--- src/rtl/moore_det_pkg.sv ---
`default_nettype none
// +--------------------------------------------------------------------------+
// | moore_det_pkg : shared state encoding and match-counter constants for     |
// |                 the Moore run detector.                                   |
// | Revision: 1.0                                                             |
// +--------------------------------------------------------------------------+
package moore_det_pkg;

  typedef enum logic [1:0] {
    S_IDLE  = 2'b00,
    S_COUNT = 2'b01,
    S_MATCH = 2'b10
  } state_t;

  localparam int                     MATCH_CNT_W   = 16;
  localparam logic [MATCH_CNT_W-1:0] MATCH_CNT_MAX = 16'hFFFF;

endpackage
`default_nettype wire

--- src/rtl/moore_det_next_state.sv ---
`default_nettype none
// +--------------------------------------------------------------------------+
// | moore_det_next_state : combinational next-state / next-run-count logic   |
// |                        of the Moore run detector.                        |
// | Revision: 1.0                                                             |
// +--------------------------------------------------------------------------+
module moore_det_next_state
  import moore_det_pkg::*;
#(
  parameter int RUN_LEN    = 3,
  parameter int DETECT_VAL = 1,
  parameter int OVERLAP    = 1,
  parameter int CW         = 2
) (
  input  logic          i_w,
  input  logic          i_enable,
  input  state_t        i_state,
  input  logic [CW-1:0] i_run,
  output state_t        o_stateNext,
  output logic [CW-1:0] o_runNext
);

  localparam logic [CW-1:0] c_runMax   = CW'(RUN_LEN);
  localparam logic [CW-1:0] c_runOne   = CW'(1);
  localparam logic          c_detect   = 1'(DETECT_VAL);
  localparam state_t        c_firstHit = (RUN_LEN == 1) ? S_MATCH : S_COUNT;

  logic [CW-1:0] w_runInc;
  assign w_runInc = i_run + c_runOne;

  always_comb begin
    o_stateNext = i_state;
    o_runNext   = i_run;
    // Unreachable encodings recover to idle even while sampling is paused.
    if (i_state != S_IDLE && i_state != S_COUNT && i_state != S_MATCH) begin
      o_stateNext = S_IDLE;
      o_runNext   = '0;
    end else if (i_enable) begin
      if (i_w != c_detect) begin
        o_stateNext = S_IDLE;
        o_runNext   = '0;
      end else begin
        case (i_state)
          S_IDLE: begin
            o_stateNext = c_firstHit;
            o_runNext   = c_runOne;
          end
          S_COUNT: begin
            o_stateNext = (w_runInc == c_runMax) ? S_MATCH : S_COUNT;
            o_runNext   = w_runInc;
          end
          S_MATCH: begin
            if (OVERLAP != 0) begin
              o_stateNext = S_MATCH;
              o_runNext   = c_runMax;
            end else begin
              o_stateNext = c_firstHit;
              o_runNext   = c_runOne;
            end
          end
          default: begin
            o_stateNext = S_IDLE;
            o_runNext   = '0;
          end
        endcase
      end
    end
  end

endmodule
`default_nettype wire

--- src/rtl/moore_run_detector.sv ---
`default_nettype none
// +--------------------------------------------------------------------------+
// | moore_run_detector : parametrised Moore detector flagging RUN_LEN         |
// |   consecutive enabled samples of DETECT_VAL. Optional saturating match    |
// |   counter enabled by defining CONTROL_MATCH_COUNT_EN.                     |
// | Revision: 1.0                                                             |
// +--------------------------------------------------------------------------+
module moore_run_detector
  import moore_det_pkg::*;
#(
  parameter int  RUN_LEN    = 3,
  parameter int  DETECT_VAL = 1,
  parameter int  OVERLAP    = 1,
  localparam int CW         = $clog2(RUN_LEN + 1)
) (
  input  logic          inputClk,
  input  logic          inputReset,
  input  logic          inputW,
  input  logic          inputEnable,
  output logic          outputZ,
  output logic [CW-1:0] outputRun
`ifdef CONTROL_MATCH_COUNT_EN
  ,
  output logic [MATCH_CNT_W-1:0] outputMatchCount
`endif
);

  state_t        r_state;
  state_t        w_stateNext;
  logic [CW-1:0] r_run;
  logic [CW-1:0] w_runNext;

  moore_det_next_state #(
    .RUN_LEN    (RUN_LEN),
    .DETECT_VAL (DETECT_VAL),
    .OVERLAP    (OVERLAP),
    .CW         (CW)
  ) u_nextState (
    .i_w         (inputW),
    .i_enable    (inputEnable),
    .i_state     (r_state),
    .i_run       (r_run),
    .o_stateNext (w_stateNext),
    .o_runNext   (w_runNext)
  );

  always_ff @(posedge inputClk) begin
    if (inputReset) begin
      r_state <= S_IDLE;
      r_run   <= '0;
    end else begin
      r_state <= w_stateNext;
      r_run   <= w_runNext;
    end
  end

  // Z decodes only the state register, so W never reaches it combinationally.
  assign outputZ   = (r_state == S_MATCH);
  assign outputRun = r_run;

`ifdef CONTROL_MATCH_COUNT_EN
  // With single-sample runs and no overlap, each matching sample is a fresh match.
  localparam logic c_rematchInPlace = (OVERLAP == 0) && (RUN_LEN == 1);

  logic [MATCH_CNT_W-1:0] r_matchCount;
  logic                   w_matchEntry;

  assign w_matchEntry = inputEnable && (w_stateNext == S_MATCH) &&
                        ((r_state != S_MATCH) || c_rematchInPlace);

  always_ff @(posedge inputClk) begin
    if (inputReset) begin
      r_matchCount <= '0;
    end else if (w_matchEntry && (r_matchCount != MATCH_CNT_MAX)) begin
      r_matchCount <= r_matchCount + 1'b1;
    end
  end

  assign outputMatchCount = r_matchCount;
`endif

endmodule
`default_nettype wire

--- config.mk ---
export PLATFORM = sky130hd
export DESIGN_NAME = moore_run_detector
export DESIGN_NICKNAME = d
export VERILOG_FILES = /design/src/rtl/moore_det_pkg.sv /design/src/rtl/moore_det_next_state.sv /design/src/rtl/moore_run_detector.sv
export SDC_FILE = /design/constraint.sdc
export NUM_CORES = 1
export LEC_CHECK = 0
export CORE_AREA = 8 8 45 47
export CTS_BUF_LIST = sky130_fd_sc_hd__clkbuf_8
export DETAILED_ROUTE_END_ITERATION = 7
export DIE_AREA = 0 0 53 55
export PLACE_DENSITY = 0.34
export SETUP_SLACK_MARGIN = 0.2
export SYNTH_ARGS = -nofsm -noshare
export SYNTH_HDL_FRONTEND = slang
export SYNTH_SLANG_ARGS = --single-unit
export TNS_END_PERCENT = 10
--- constraint.sdc ---
create_clock -name inputClk -period 1.5 [get_ports inputClk]
set_clock_uncertainty 0.2 [all_clocks]
set_input_delay 0.225 -clock inputClk [delete_from_list [all_inputs] [get_ports inputClk]]
set_output_delay 0.225 -clock inputClk [all_outputs]
set_load 0.02 [all_outputs]
# ---- Yosys cells after proc, flatten, opt, wreduce, memory -nomap -nowiden
# Cells that the tools add are included.
dict set report word_totals {
  wordCells 18
  reg_bits 4
  in_bits 4
  output_inout_bits 3
}
dict set report classes {
  mux 5
  n_reduce_logical 5
  n_eq_ne 5
  n_addsub 1
}
# operator count
set ops {}
lappend ops {{$pmux W2 S3} 2}
lappend ops {{$mux W2} 3}
lappend ops {{$eq A2 B2 Y1 const B} 2}
lappend ops {{$add A2 B1 Y2 const B} 1}
lappend ops {{$eq A2 B1 Y1 const B} 1}
lappend ops {{$logic_and A1 B1 Y1} 2}
lappend ops {{$logic_not A2 Y1} 1}
lappend ops {{$ne A2 B1 Y1 const B} 1}
lappend ops {{$ne A2 B2 Y1 const B} 1}
lappend ops {{$reduce_bool A2 Y1} 1}
lappend ops {{$reduce_or A2 Y1} 1}

# ---- Logic depth before layout (Yosys ltp)
# Gate-level depths: netlist (run 1).
dict set report logic_depth {
  word_depth 5
  ltp_mapped 5
  mapped_depth_nobuf 5
}

# ---- By module
# From an unflattened synthesis (run 1), not the netlist that was laid out.
dict set report hier_totals {
  cells_unflattened 26
  area_unflattened_um2 237.7
}
# module seq_area_each_um2 cells_each instances area_each_um2
set modules_own_cells {}
lappend modules_own_cells {moore_det_next_state 0.0 17 1 126.4}
lappend modules_own_cells {moore_run_detector 80.1 9 1 111.4}

# ---- Worst setup path before layout (run 1)
# Ideal clock, no wire load.
dict set report synth_timing {
  path_kind {in2reg}
  from {input outputRun[1]}
  to {register r_state[1]}
  t_arrival_ns 1.186
  stages 5
  path_slack_ns 0.044
  n_path_buf 0
  setup_ns 0.070
  path_cell_list {dfxtp_1 ha_1 nand2_1 or4_1 a21oi_1}
}
dict set report synth_via {
  elab_chain_len 5
}
# element line
set synth_lines {}
lappend synth_lines {{from (decl)} moore_run_detector.sv:21} ;# output logic [CW-1:0] outputRun
lappend synth_lines {{$add A2 B1 Y2} moore_det_next_state.sv:29} ;# assign w_runInc = i_run + c_runOne;
lappend synth_lines {{$eq A2 B2 Y1} moore_det_next_state.sv:49} ;# o_stateNext = (w_runInc == c_runMax) ? S_MATCH : S_COUNT;
lappend synth_lines {{$mux W2} moore_det_next_state.sv:49}
lappend synth_lines {{$pmux W2 S3} moore_det_next_state.sv:43} ;# case (i_state)
lappend synth_lines {{$mux W2} moore_det_next_state.sv:39} ;# if (i_w != c_detect) begin
lappend synth_lines {{to (signal assigned)} moore_run_detector.sv:52} ;# r_state <= w_stateNext;
lappend synth_lines {{to (decl)} moore_run_detector.sv:28} ;# state_t r_state;
# Every way passes these cells.
# A chain may end at the register's enable or synchronous reset.

# ---- Final worst setup path (run 1)
dict set report layout_timing {
  from {input outputRun[0]}
  to {register r_state[1]}
}
# Same word-level chain as after synthesis.

==> results of run 1 <==
## per-layer routing
layer,vias up,wire (microns),share of wire (%),track usage (%)
li1,118,-,-,-
met1,99,294,48,5.15
met2,7,241,39,6.84
met3,2,52,8.5,3.74
met4,0,25,4.1,6.47
met5,-,0,0,0
## state kept, by name, indices dropped and copies added (netlist names)
signal,flops
outputRun,2
r_state,2
## power by group
part / switching, mW / internal [mW] / total (mW)
sequential: 0.00381 / 0.110 / 0.114
clock: 0.0663 / 0.175 / 0.242
combinational: 0.0229 / 0.0248 / 0.0476
## layout by cell type, fill, tap and decap left out
| master | count |
|---|---|
| nor3_1 | 1 |
| nand2b_1 | 1 |
| nor2_1 | 1 |
| buf_2 | 1 |
| inv_1 | 2 |
| o21ai_0 | 2 |
| nand2_1 | 2 |
| ha_4 | 1 |
| nor2b_2 | 1 |
| clkbuf_8 | 3 |
| inv_2 | 2 |
| a21oi_1 | 3 |
| dlygate4sd2_1 | 4 |
| nand2_2 | 1 |
| mux2i_1 | 1 |
| a21oi_2 | 1 |
| and2b_2 | 1 |
| o21a_1 | 1 |
| dfxtp_1 | 2 |
| dfxtp_4 | 2 |
| or4_4 | 1 |
| a31oi_1 | 1 |
| buf_4 | 5 |
| clkdlybuf4s50_1 | 1 |
## path summary, 6_finish.rpt
check | startpoint | endpoint | slack, ns | cells past startpoint
max | outputRun[0] | r_state[1] | 0.13 | 5
min | inputEnable | outputRun[0] | 0.28 | 3
max reg2reg | outputRun[0] | r_state[1] | 0.13 | 5
min reg2reg | r_state[1] | r_state[0] | 0.33 | 2
## cells by family after synthesis
| kind of cell | Yosys count | share of synthesized area [%] |
|---|---|---|
| adders and majority gates | 1 | 6.06 |
| and+or+nand+nor | 9 | 23.6 |
| muxes | 1 | 4.85 |
| buffers and inverters | 3 | 5.45 |
| AOI/OAI and AO/OA | 8 | 21.2 |
| DFF | 4 | 38.8 |
## worst max-delay path: cells and delay by family (launching register included)
kind,cells,cell delay (ns)
DFF,1,0.34
AOI/OAI and AO/OA,1,0.13
buffers and inverters,1,0.06
and+or+nand+nor,2,0.45
adders and majority gates,1,0.11
## layout make-up
type                    instances  area (sq um)  share of cell area [%]
clock inverters                 1          3.75                   0.958
well taps                      16          20.0                    5.11
multi-input cells              19           140                    35.8
inverters                       3          11.3                    2.88
clock buffers                   3          41.3                    10.5
repair buffers                 11          87.6                    22.4
flip-flops and latches          4          87.6                    22.4
## repair_timing
action | 4_1_cts | 5_1_grt
resized for setup | 14 | 0
setup buffers | 1 | 0
setup endpoints to repair | 6 | 4
pin swaps | 4 | 1
==> flow_summary.toml, run 1 <==
[status]
status = "finished clean"

[route]
first_iter_violations = 1
num_vias = 226
firstDrtPassIters = 4
wl_per_cell_microns = 10.8
totalWireLength_microns = 613
vias_per_cell = 3.96
drt.antenna.violating_nets = 0
drc_errors = 0

[cells_and_area]
fillerInstances = 151
flow.area_growth_from_synthesis_pct = 89.7
final_design_area_no_fill_sq_um = 392
nets = 47
stdcell_count = 57
utilization_pct = 28.3
drive_above_1_share_pct = 46.3
n_antenna_cell = 0

[clock_network]
cts_tree = "built"
clk_pin_slew_ns = 0.04
cts_root_buf = "clkbuf_8"
clock_latency_ns = 0.22
numCtsBuffers = 3
postCtsHoldBufs = 0
cts.sinks = 4
htree_levels = 1
clock_path_buffers = 2

[run]
max_cap_violations = 0

[global_route]
antenna_found_initial = 0
grt_remaining_overflow = 0
grt_util_all_layers_pct = 5.35
grt_pass1_wl_mm = 1.04
grt_max_degree = 7
grt_pass1_vias = 245

[setup_path]
crit_path_end_kind = "flip-flop"
critPathKind = "reg2reg"
crit_required_ns = 1.45
cp.arrival_ns = 1.32
path_cells = "inv_2 -> ha_4 -> nand2_2 -> or4_4 -> a21oi_2"
path_max_fanout = 3
slowest_stage = "or4_4"
setup.worst_path.start_class = "flip-flop"
cp_slowest_stage_delay_ns = 0.41

[synth]
postSynth.asyncResetShare_pct = 0
synth.distinct_cells = 16
ys_seq_elements = 4
netlist.area_leader.share_pct = 38.8
yosysTopAreaCell = "dfxtp_1"
syn_inst = 26
yosysSeqAreaShare_pct = 38.8
syn_area_sq_um = 206
ys_top_cells_by_count = "4 x a21oi_1, 4 x dfxtp_1, 3 x nand2_1, 2 x inv_1, 2 x o21ai_0"
synth_edf_count = 0
synthFlopType = "dfxtp_1"
ys_warn_count = 0
syn_avg_cell_area_sq_um = 7.94
synthTopCellsByArea = "dfxtp_1 39%, a21oi_1 9.7%, ha_1 6.1%"
synth_nets = 31

[placed_design]
dpl.hpwl_microns = 429
post_dp_cell_area_sq_um = 324
port_buffers = 6
gp_congestion = 0.755
dp_cells = 52
pre_cts_slack_ns = -0.195

[sta]
worst_slack_ns = 0.128
finalCritPeriodShare_pct = 91.5
max_slew_margin_pct = 86.8
slew_violations = 0
finalSetupTns_ns = 0
layout_min_cycle_time_ns = 1.37
hold_violations = 0
setup-violations-final = 0
fmax_ghz = 0.729
tightestPinTransition_ns = 0.196
rsz0062_at_grt = "true"
whs_ns = 0.279

[power_and_ir_drop]
p_total_mw = 0.403
ir_worst_vdd_uv = 405
power_density_mw_per_mm2 = 1030
power.leakage_nw = 0.179

[floorplan]
core_sq_mm = 0.00138
io_pins = 7
dieArea_sq_mm = 0.00292
die_x_microns = 53
die_y_microns = 55
rows = 14
initial_utilization_pct = 14.9

[hold_path]
hold_class = "in2reg"
Power figures use the tool's default switching activity.
==> run 2, diff against run 1 <==
- TNS_END_PERCENT: 10 -> 30
==> results of run 2 <==
Final layout, timing and power as in run 1 (identical DEF).
